--- src/rtl/div_pkg.sv ---
// Shared definitions for the divided-clock generator/monitor family.
package div_pkg;

   // Monitor tracking state.
   typedef enum logic [1:0] {
      StIdle,
      StMeas,
      StLocked
   } div_state_e;

   // Cycles without a rising edge before the divided clock is declared stuck.
   function automatic int unsigned timeout_cycles(input int unsigned div_exp);
      return 2 * div_exp;
   endfunction

   // True when a cnt_w-bit saturating counter can reach the timeout value.
   function automatic bit cnt_w_ok(input int unsigned cnt_w, input int unsigned div_exp);
      return ((64'd1 << cnt_w) - 64'd1) >= 64'(timeout_cycles(div_exp));
   endfunction

endpackage

--- src/rtl/div_clk_monitor_if.sv ---
// Divided-clock input and measurement/status outputs of the monitor.
interface div_clk_monitor_if #(
   parameter int unsigned CNT_W = 8
);
   logic             clk_div;
   logic [CNT_W-1:0] period;
   logic [CNT_W-1:0] high_time;
   logic             meas_valid;
   logic             locked;
   logic             err;
   logic             stuck;

   // Source side: drives the divided clock, observes the verdict.
   modport master (
      output clk_div,
      input  period, high_time, meas_valid, locked, err, stuck
   );

   // Monitor side.
   modport slave (
      input  clk_div,
      output period, high_time, meas_valid, locked, err, stuck
   );
endinterface

--- src/rtl/sync_edge_det.sv ---
// Registers a signal synchronous to clk_i and flags its rising/falling edges.
module sync_edge_det #(
   parameter bit ResetVal = 1'b1
) (
   input  logic clk_i,
   input  logic rst_i,
   input  logic d_i,
   output logic rise_o,
   output logic fall_o
);

   logic s_q;

   // Previous-cycle sample; the reset value decides whether a level present at
   // reset release counts as an edge.
   always_ff @(posedge clk_i) begin
      if (rst_i) begin
         s_q <= ResetVal;
      end else begin
         s_q <= d_i;
      end
   end

   assign rise_o = d_i & ~s_q;
   assign fall_o = ~d_i & s_q;

endmodule

--- src/rtl/div_clk_monitor.sv ---
// Measures period and high time of a divided clock in clk_i cycles and reports
// lock, mismatch and stuck conditions against the expected ratio.
module div_clk_monitor
   import div_pkg::*;
#(
   parameter int unsigned DIV_EXP  = 8,
   parameter int unsigned CNT_W    = 8,
   parameter int unsigned LOCK_CNT = 4
) (
   input  logic               clk_i,
   input  logic               rst_i,
   div_clk_monitor_if.slave   mon_if
);

   localparam bit                CntWLegal = cnt_w_ok(CNT_W, DIV_EXP);
   localparam logic [CNT_W-1:0]  CntMax    = '1;
   localparam logic [CNT_W-1:0]  DivExp    = CNT_W'(DIV_EXP);
   localparam logic [CNT_W-1:0]  TimeoutM1 = CNT_W'(timeout_cycles(DIV_EXP) - 1);
   // Accepted window for 2*high_time: DIV_EXP-1 .. DIV_EXP+1.
   localparam logic [CNT_W:0]    DutyLo    = (CNT_W + 1)'(DIV_EXP - 1);
   localparam logic [CNT_W:0]    DutyHi    = (CNT_W + 1)'(DIV_EXP + 1);
   localparam int unsigned       GoodW     = $clog2(LOCK_CNT + 1);
   localparam logic [GoodW-1:0]  LockCnt   = GoodW'(LOCK_CNT);

   if (!CntWLegal || DIV_EXP < 2 || LOCK_CNT < 1) begin : g_param_check
      $error("div_clk_monitor: illegal DIV_EXP/CNT_W/LOCK_CNT combination");
   end

   logic             rise, fall;
   logic             good, timeout;
   logic [CNT_W:0]   hi_x2;

   logic [CNT_W-1:0] cnt_q, cnt_d;
   logic [CNT_W-1:0] hi_q, hi_d;
   logic [GoodW-1:0] good_cnt_q, good_cnt_d;
   div_state_e       state_q, state_d;
   logic [CNT_W-1:0] period_q, period_d;
   logic [CNT_W-1:0] high_q, high_d;
   logic             meas_valid_q, meas_valid_d;
   logic             locked_q, locked_d;
   logic             err_q, err_d;
   logic             stuck_q, stuck_d;

   sync_edge_det #(
      .ResetVal (1'b1)
   ) u_edge (
      .clk_i  (clk_i),
      .rst_i  (rst_i),
      .d_i    (mon_if.clk_div),
      .rise_o (rise),
      .fall_o (fall)
   );

   // Cycle counter restarted by each rise; captures high time on each fall.
   always_comb begin
      cnt_d = (cnt_q == CntMax) ? cnt_q : cnt_q + 1'b1;
      if (rise) begin
         cnt_d = CNT_W'(1);
      end
      hi_d = hi_q;
      if (fall && state_q != StIdle) begin
         hi_d = cnt_q;
      end
   end

   assign hi_x2   = {hi_q, 1'b0};
   assign good    = (cnt_q == DivExp) && (hi_x2 >= DutyLo) && (hi_x2 <= DutyHi);
   // Fires on the edge where cnt would reach the timeout; a rise takes priority.
   assign timeout = !rise && (cnt_q == TimeoutM1);

   // Tracking FSM plus measurement/status next-state.
   always_comb begin
      state_d      = state_q;
      good_cnt_d   = good_cnt_q;
      period_d     = period_q;
      high_d       = high_q;
      meas_valid_d = 1'b0;
      locked_d     = locked_q;
      err_d        = 1'b0;
      stuck_d      = stuck_q;

      if (rise) begin
         stuck_d = 1'b0;
         case (state_q)
            StIdle: begin
               // First rise only opens a measurement window.
               state_d    = StMeas;
               good_cnt_d = '0;
            end
            StMeas: begin
               period_d     = cnt_q;
               high_d       = hi_q;
               meas_valid_d = 1'b1;
               if (good) begin
                  good_cnt_d = good_cnt_q + 1'b1;
                  if (good_cnt_d == LockCnt) begin
                     state_d  = StLocked;
                     locked_d = 1'b1;
                  end
               end else begin
                  good_cnt_d = '0;
               end
            end
            StLocked: begin
               period_d     = cnt_q;
               high_d       = hi_q;
               meas_valid_d = 1'b1;
               if (!good) begin
                  err_d      = 1'b1;
                  locked_d   = 1'b0;
                  state_d    = StMeas;
                  good_cnt_d = '0;
               end
            end
            default: begin
               state_d = StIdle;
            end
         endcase
      end else if (timeout) begin
         stuck_d  = 1'b1;
         locked_d = 1'b0;
         err_d    = (state_q != StIdle);
         state_d  = StIdle;
      end
   end

   // State and output registers.
   always_ff @(posedge clk_i) begin
      if (rst_i) begin
         cnt_q        <= '0;
         hi_q         <= '0;
         good_cnt_q   <= '0;
         state_q      <= StIdle;
         period_q     <= '0;
         high_q       <= '0;
         meas_valid_q <= 1'b0;
         locked_q     <= 1'b0;
         err_q        <= 1'b0;
         stuck_q      <= 1'b0;
      end else begin
         cnt_q        <= cnt_d;
         hi_q         <= hi_d;
         good_cnt_q   <= good_cnt_d;
         state_q      <= state_d;
         period_q     <= period_d;
         high_q       <= high_d;
         meas_valid_q <= meas_valid_d;
         locked_q     <= locked_d;
         err_q        <= err_d;
         stuck_q      <= stuck_d;
      end
   end

   assign mon_if.period     = period_q;
   assign mon_if.high_time  = high_q;
   assign mon_if.meas_valid = meas_valid_q;
   assign mon_if.locked     = locked_q;
   assign mon_if.err        = err_q;
   assign mon_if.stuck      = stuck_q;

endmodule

--- src/flat_wrapper.sv ---
// flat-port wrapper written by rule: the top's interface ports become plain ports
module div_clk_monitor_flat import div_pkg::*;
#(
   parameter int unsigned DIV_EXP  = 8,
   parameter int unsigned CNT_W    = 8,
   parameter int unsigned LOCK_CNT = 4
)
  (clk_i, rst_i, mon_if_clk_div, mon_if_period, mon_if_high_time, mon_if_meas_valid, mon_if_locked, mon_if_err, mon_if_stuck);
  div_clk_monitor_if #(.CNT_W(CNT_W)) mon_if_i ();
  input  logic clk_i;
  input  logic rst_i;
  input wire logic [$bits(mon_if_i.clk_div)-1:0] mon_if_clk_div;
  output wire logic [$bits(mon_if_i.period)-1:0] mon_if_period;
  output wire logic [$bits(mon_if_i.high_time)-1:0] mon_if_high_time;
  output wire logic [$bits(mon_if_i.meas_valid)-1:0] mon_if_meas_valid;
  output wire logic [$bits(mon_if_i.locked)-1:0] mon_if_locked;
  output wire logic [$bits(mon_if_i.err)-1:0] mon_if_err;
  output wire logic [$bits(mon_if_i.stuck)-1:0] mon_if_stuck;
  assign mon_if_i.clk_div = mon_if_clk_div;
  assign mon_if_period = mon_if_i.period;
  assign mon_if_high_time = mon_if_i.high_time;
  assign mon_if_meas_valid = mon_if_i.meas_valid;
  assign mon_if_locked = mon_if_i.locked;
  assign mon_if_err = mon_if_i.err;
  assign mon_if_stuck = mon_if_i.stuck;
  div_clk_monitor #(.DIV_EXP(DIV_EXP), .CNT_W(CNT_W), .LOCK_CNT(LOCK_CNT)) u_core (.clk_i(clk_i), .rst_i(rst_i), .mon_if(mon_if_i));
endmodule
--- config.mk ---
export PLATFORM = sky130hd
export DESIGN_NAME = div_clk_monitor_flat
export DESIGN_NICKNAME = d
export VERILOG_FILES = /design/src/rtl/div_pkg.sv /design/src/rtl/div_clk_monitor_if.sv /design/src/rtl/sync_edge_det.sv /design/src/rtl/div_clk_monitor.sv /design/src/flat_wrapper.sv
export SDC_FILE = /design/constraint.sdc
export NUM_CORES = 1
export LEC_CHECK = 0
export ABC_AREA = 0
export CAP_MARGIN = 10
export CORE_ASPECT_RATIO = 1.4
export CORE_MARGIN = 5
export CORE_UTILIZATION = 48
export DETAILED_ROUTE_END_ITERATION = 8
export PLACE_DENSITY = 0.74
export SKIP_LAST_GASP = 1
export SLEW_MARGIN = 10
export SYNTH_ARGS = -nofsm -noshare
export SYNTH_HDL_FRONTEND = slang
export SYNTH_HIERARCHICAL = 1
export SYNTH_SLANG_ARGS = --single-unit
--- constraint.sdc ---
create_clock -name clk_i -period 1.55 [get_ports clk_i]
set_input_delay 0.3875 -clock clk_i [delete_from_list [all_inputs] [get_ports clk_i]]
set_output_delay 0.3875 -clock clk_i [all_outputs]
set_load 0.02 [all_outputs]
* Word level (Yosys, flattened, before mapping)
Index checks and enable logic that the tools add are counted.
** Word-level totals
- Output and inout port bits :: 20
- Input bits :: 3
- Bits in registers :: 42
- Word-level logic and storage cells :: 71
** Cells by class
- Multiplexer cells :: 22
- Bitwise gates (word level) :: 5
- Add/sub/neg operators :: 2
- $lt $le $gt $ge :: 2
- Reduce and logical (&&, ||, !) cells :: 16
- Eq/ne operators :: 12
** Operators by type and width (count)
- 8-bit by 4-bit == test with 1-bit output (second input constant) :: 2
- 1-bit two-way mux :: 12
- 3-bit inequality test (second input constant) :: 4
- 2-bit two-way mux :: 5
- 9-bit by 3-bit >= comparator with 1-bit output (second input constant) :: 1
- 9-bit by 4-bit less-or-equal comparator with 1-bit output (second input constant) :: 1
- 3-bit case mux with 3 select lines :: 1
- 8-bit by 1-bit adder with 8-bit output (second input constant) :: 1
- 8-bit == test (second input constant) :: 1
- 3-bit two-way mux :: 2
- 2-bit case mux with 3 select lines :: 1
- 2-bit OR reduction :: 3
- 5-bit AND reduction :: 1
- 1-bit logical AND :: 4
- 4-bit AND reduction :: 1
- 2-bit nonzero test :: 2
- 3-bit by 1-bit adder with 3-bit output (second input constant) :: 1
- 3-bit == test (second input constant) :: 1
- 1-bit inverter :: 3
- 3-bit AND reduction :: 1
- 3-bit nonzero test :: 1
- 1-bit bitwise AND :: 2
- 2-bit by 1-bit == test with 1-bit output (second input constant) :: 1
- 2-bit == test (second input constant) :: 1
- 6 further kinds :: 6

* Longest topological paths before layout
- Depth in word-level cells :: 6
- Gate-level depth with buffers :: 7
- Mapped depth without buffers :: 7

* Modules after synthesis
Netlist, hierarchy kept.
** Modules (own cells, without submodules)
- div_clk_monitor :: seq. area each 820.8 um2, cells an instance 211, times used 1, area each 1746.7 um2
- sync_edge_det :: seq. area each 20.0 um2, cells an instance 4, times used 1, area each 40.0 um2

* Worst setup path after synthesis
OpenSTA, ideal clock, no wires.
- Path kind :: input -> register
- Start point :: input mon_if_clk_div
- End point :: register u_core.good_cnt_q[2]
- Path buffers :: 1
- Cell stages on the path :: 7
- Library setup time :: 0.091 ns
- Required time :: 1.459 ns
- Path slack :: -0.086 ns
- Arrival time :: 1.545 ns
- Cells stage by stage :: nor2b_1 > clkbuf_1 > inv_1 > nor2_1 > and4bb_2 > a21oi_1 > a311oi_1
** Between the ends
- Word-level cells in the longest chain between the ends :: 2
** Ends and longest elaborated chain
- start: declaration :: RTL line flat_wrapper.sv:12 : input wire logic [$bits(mon_if_i.clk_div)-1:0] mon_if_clk_div;
- 1-bit bitwise AND :: RTL line sync_edge_det.sv:24 : assign rise_o = d_i & ~s_q;
- 3-bit AND reduction (no source line)
- end signal: assignment :: RTL line div_clk_monitor.sv:143 : good_cnt_q <= good_cnt_d;
- end: declaration :: RTL line div_clk_monitor.sv:35 : logic [GoodW-1:0] good_cnt_q, good_cnt_d;
No other way between the ends.
A chain may end at the register's enable or synchronous reset.

* Final worst setup path
- Start point :: register u_core.cnt_q[1]
- End point :: register u_core.state_q[1]
** Between the ends
- Word-level cells in the longest chain between the ends :: 5
- Elaborated cells on any way between the ends :: 9
- Classes of those cells :: 4 x eq/ne; 5 x reduce/logical
** Ends and longest elaborated chain
- start: declaration :: RTL line div_clk_monitor.sv:33 : logic [CNT_W-1:0] cnt_q, cnt_d;
- start signal: assignment :: RTL line div_clk_monitor.sv:141 : cnt_q <= cnt_d;
- 8-bit by 4-bit == test with 1-bit output :: RTL line div_clk_monitor.sv:67 : assign good = (cnt_q == DivExp) && (hi_x2 >= DutyLo) && (hi_x2 <= DutyHi);
- 1-bit logical AND (2 in a row) :: RTL line div_clk_monitor.sv:67
- 3-bit inequality test (no source line)
- 4-bit AND reduction (no source line) *
- end signal: assignment :: RTL line div_clk_monitor.sv:133 : state_q <= StIdle;
- end signal: assignment :: RTL line div_clk_monitor.sv:144 : state_q <= state_d;
- end: declaration :: RTL line div_clk_monitor.sv:36 : div_state_e state_q, state_d;
Every way passes the cells marked *; elsewhere a longest branch is shown, timed or not.

==> reports/summary.txt <==
core area = 0.00361 mm²
fillers = 296
setup violators final = 5
Initial Utilization = 0.495
Hold WC Path Type = flop to flop
n_diodes = 0
Critical path origin = u_core/cnt_q[1]$_SDFFE_PP0P_
RSZ-0062 raised after global routing = true
Worst setup EP type = flop
failing checks = negative setup slack
Setup WS post-layout = -0.109 ns
Final Net Count = 280
Synth warnings = 6
die area = 0.00506 mm²
number of top-level design ports = 23
final max-slew violation count = 0
Worst path top cell family by delay = simple AND/OR/NAND/NOR gates
fin area = 0.00248 mm²
max-cap violations = 0
Final Power = 0.00205 W
Cell Area, Synth = 0.00179 mm²
Synth Instances = 215
Mean Syn Cell Area = 8.31 µm²
count of unique library cells instantiated by Yosys = 37
total number of vias = 1614
clock latency on the worst-skew pair = 0.29 ns
row count = 26
GR Util All Layers = 0.167
Area Growth Syn to Fin = 38.7%
ratio of cells with drive above 1 in the final layout = 0.238
vias in the first global route = 1427
Final period util = 1.07
Detail Route Antenna Nets = 0
WP data required = 1.74 ns
Routability Congestion = 0.846
Clk pin slew, worst setup/hold paths = 0.08 ns
kind of critical path = flop to flop
status = finished with violations
number of remaining DRC errors = 0
maximum VDD drop = 0.734 mV
1st-iter DRT viols = 32
post-CTS setup buffers = 0
die span in y = 82.2 µm
Hold Crit Start = u_core/mon_if.high_time[3]$_SDFFE_PP0P_
routed vias/inst = 5.19
crit-path max cell delay = 0.33 ns
overflow left after global routing = 0
pin count of the biggest net entering global routing = 25
Worst Max-Slew Pin Slew = 0.412 ns
Longest Clk Path Bufs = 2
Worst Path Buf+Inv = 1
TritonRoute pass-1 iters = 4
placed cells = 303
Fmax = 0.603 GHz
CTS HTree Levels = 2
Final Hold Fails = 0
Die Wd = 61.6 µm
CP arrival = 1.85 ns
tightest hold margin = 0.452 ns
startpoint types = flop
clk_skew = 0.00326 ns
clock root buffer = clkbuf_8
CTS tree = built
dpl cell area = 0.00232 mm²
WL final = 3990 µm
Wirelength per Cell = 12.8 µm
CP cell instances = inv_1 -> ha_1 -> and3b_2 -> nand4_4 -> or2_4 -> and4b_1 -> a32o_1
Pleak = 1.05 nW
Max stage delay cell, worst path = dfxtp_2
largest fanout on the critical path = 6
Place WS = -0.338 ns
Buffers on Ports = 22
Post-Synthesis Net Count = 227
max_slew headroom = 0.723
clock buffer count from CTS = 5
Synth Register Bits = 42
post-cts hold buffer count = 0
min Tclk post-route = 1.66 ns
initial antenna violation count = 0
sequential fraction of the synthesis area = 0.471
Post-Layout Cell Count = 311
clock sinks = 42
DP Wirelength = 2800 µm
first-pass GRT wire length = 6250 µm
R2R Path Start = u_core/cnt_q[1]$_SDFFE_PP0P_
Pwr Density = 826 mW/mm²
-- metrics by stage --
stage / TNS, ns / util
6_report: -0.327 / 0.686
3_5_place_dp: -7.75 / 0.641
2_1_floorplan: -0.0944 / -
3_3_place_gp: -7.37 / 0.641
4_1_cts: -0.385 / 0.673
5_1_grt: -0.811 / 0.686
-- placed cells by master, fill, tap and decap left out, drive strengths merged, types with 2 or more instances in the layout --
cell | netlist | layout
a21oi | 30 | 30
nor4 | 2 | 2
nand3 | 6 | 6
dlygate4sd2 | 0 | 20
dfxtp | 42 | 42
nand4 | 2 | 2
buf | 0 | 37
a31oi | 5 | 5
nor3 | 3 | 3
or2 | 3 | 3
clkdlybuf4s50 | 0 | 2
nand2b | 2 | 2
ha | 9 | 9
nor2b | 2 | 2
o21ai | 5 | 5
xor2 | 2 | 2
nand2 | 52 | 52
clkbuf | 13 | 6
inv | 6 | 6
a311oi | 2 | 2
nor2 | 11 | 11
and3 | 2 | 2
and4b | 2 | 2
-- cells in the mapped netlist --
master | number | area, µm²
xor2_1 | 2 | 17.5
nand4_2 | 1 | 12.5
a32o_1 | 1 | 10.0
and3b_1 | 1 | 8.76
nand4_1 | 1 | 6.26
o21ai_0 | 5 | 25.0
nor3b_1 | 1 | 7.51
a211oi_1 | 1 | 7.51
a22oi_1 | 1 | 7.51
ha_1 | 9 | 113
dfxtp_1 | 42 | 841
and4b_1 | 2 | 20.0
nor3_1 | 3 | 15.0
a21oi_1 | 30 | 150
mux2i_1 | 1 | 10.0
or2_1 | 2 | 12.5
inv_1 | 6 | 22.5
and3_1 | 2 | 12.5
clkbuf_1 | 13 | 48.8
nor2_1 | 11 | 41.3
xnor2_1 | 1 | 8.76
nor2b_1 | 2 | 12.5
a31oi_1 | 5 | 31.3
and2_1 | 1 | 6.26
nand3_1 | 6 | 30.0
nand2b_1 | 2 | 12.5
and4bb_2 | 1 | 12.5
a21o_1 | 1 | 7.51
nor4b_1 | 1 | 8.76
and2b_1 | 1 | 7.51
nor4_1 | 1 | 6.26
nor4_4 | 1 | 21.3
a21boi_0 | 1 | 7.51
nand2_1 | 52 | 195
a311oi_1 | 2 | 17.5
or2_2 | 1 | 6.26
or3_1 | 1 | 6.26
-- worst register-to-register path: cells and delay by family, from the launching register on --
kind,cells,cell delay (ns)
buf+inv,1,0.07
flops,1,0.33
fa+ha+maj,1,0.14
compound gates,1,0.19
simple gates,4,0.83
-- path summary, 6_finish.rpt --
| check | endpoint | slack, ns | depth (start not counted) |
|---|---|---|---|
| max | u_core/state_q[1]$_SDFFE_PP0P_ | -0.11 | 7 |
| min | u_core/mon_if.high_time[3]$_SDFFE_PP0P_ | 0.45 | 2 |
| max reg2reg | u_core/state_q[1]$_SDFFE_PP0P_ | -0.11 | 7 |
| min reg2reg | u_core/mon_if.high_time[3]$_SDFFE_PP0P_ | 0.45 | 2 |
-- logic make-up after synthesis --
family	Yosys count	share of synthesized area
simple gates	94	0.258
compound gates	47	0.148
flops	42	0.471
buf+inv	19	0.0399
fa+ha+maj	9	0.0630
xor+xnor	3	0.0147
mux	1	0.00560
-- power by group --
part	internal [W]	total [W]	switching, W
logic	0.0000461	0.000100	0.0000540
clock network	0.000480	0.000855	0.000375
registers	0.00109	0.00109	0.00000515
total	0.00161	0.00205	0.000434
-- state kept, by name (all words and copies together), names as in the netlist, 2 cells and up --
signal                   cells
u_core/cnt_q                 8
u_core/mon_if.period         8
u_core/state_q               2
u_core/mon_if.high_time      8
u_core/good_cnt_q            3
u_core/hi_q                  8
-- repair_timing --
| action | in CTS | in global routing |
|---|---|---|
| pin swaps | 8 | 4 |
| gates resized for setup | 30 | 10 |
| setup endpoints to repair | 26 | 32 |
-- final cells by class --
| cell class | count | area, µm² | area share |
|---|---|---|---|
| Clock buffer | 6 | 72.6 | 0.0293 |
| Clock inverter | 2 | 37.5 | 0.0152 |
| Inverter | 6 | 22.5 | 0.00909 |
| Multi-Input combinational cell | 154 | 945 | 0.381 |
| Sequential cell | 42 | 846 | 0.341 |
| Tap cell | 42 | 52.6 | 0.0212 |
| Timing Repair Buffer | 59 | 502 | 0.203 |
-- layer usage --
layer / vias to the layer above / part of all wire / GRT usage / wire length (µm)
li1: 833 / - / - / -
met1: 750 / 0.43 / 0.192 / 1700
met2: 23 / 0.52 / 0.278 / 2060
met3: 8 / 0.034 / 0.0467 / 135
met4: 0 / 0.023 / 0.0786 / 90
met5: - / 0 / 0 / 0
No activity file was read; power rests on OpenSTA's default activity.
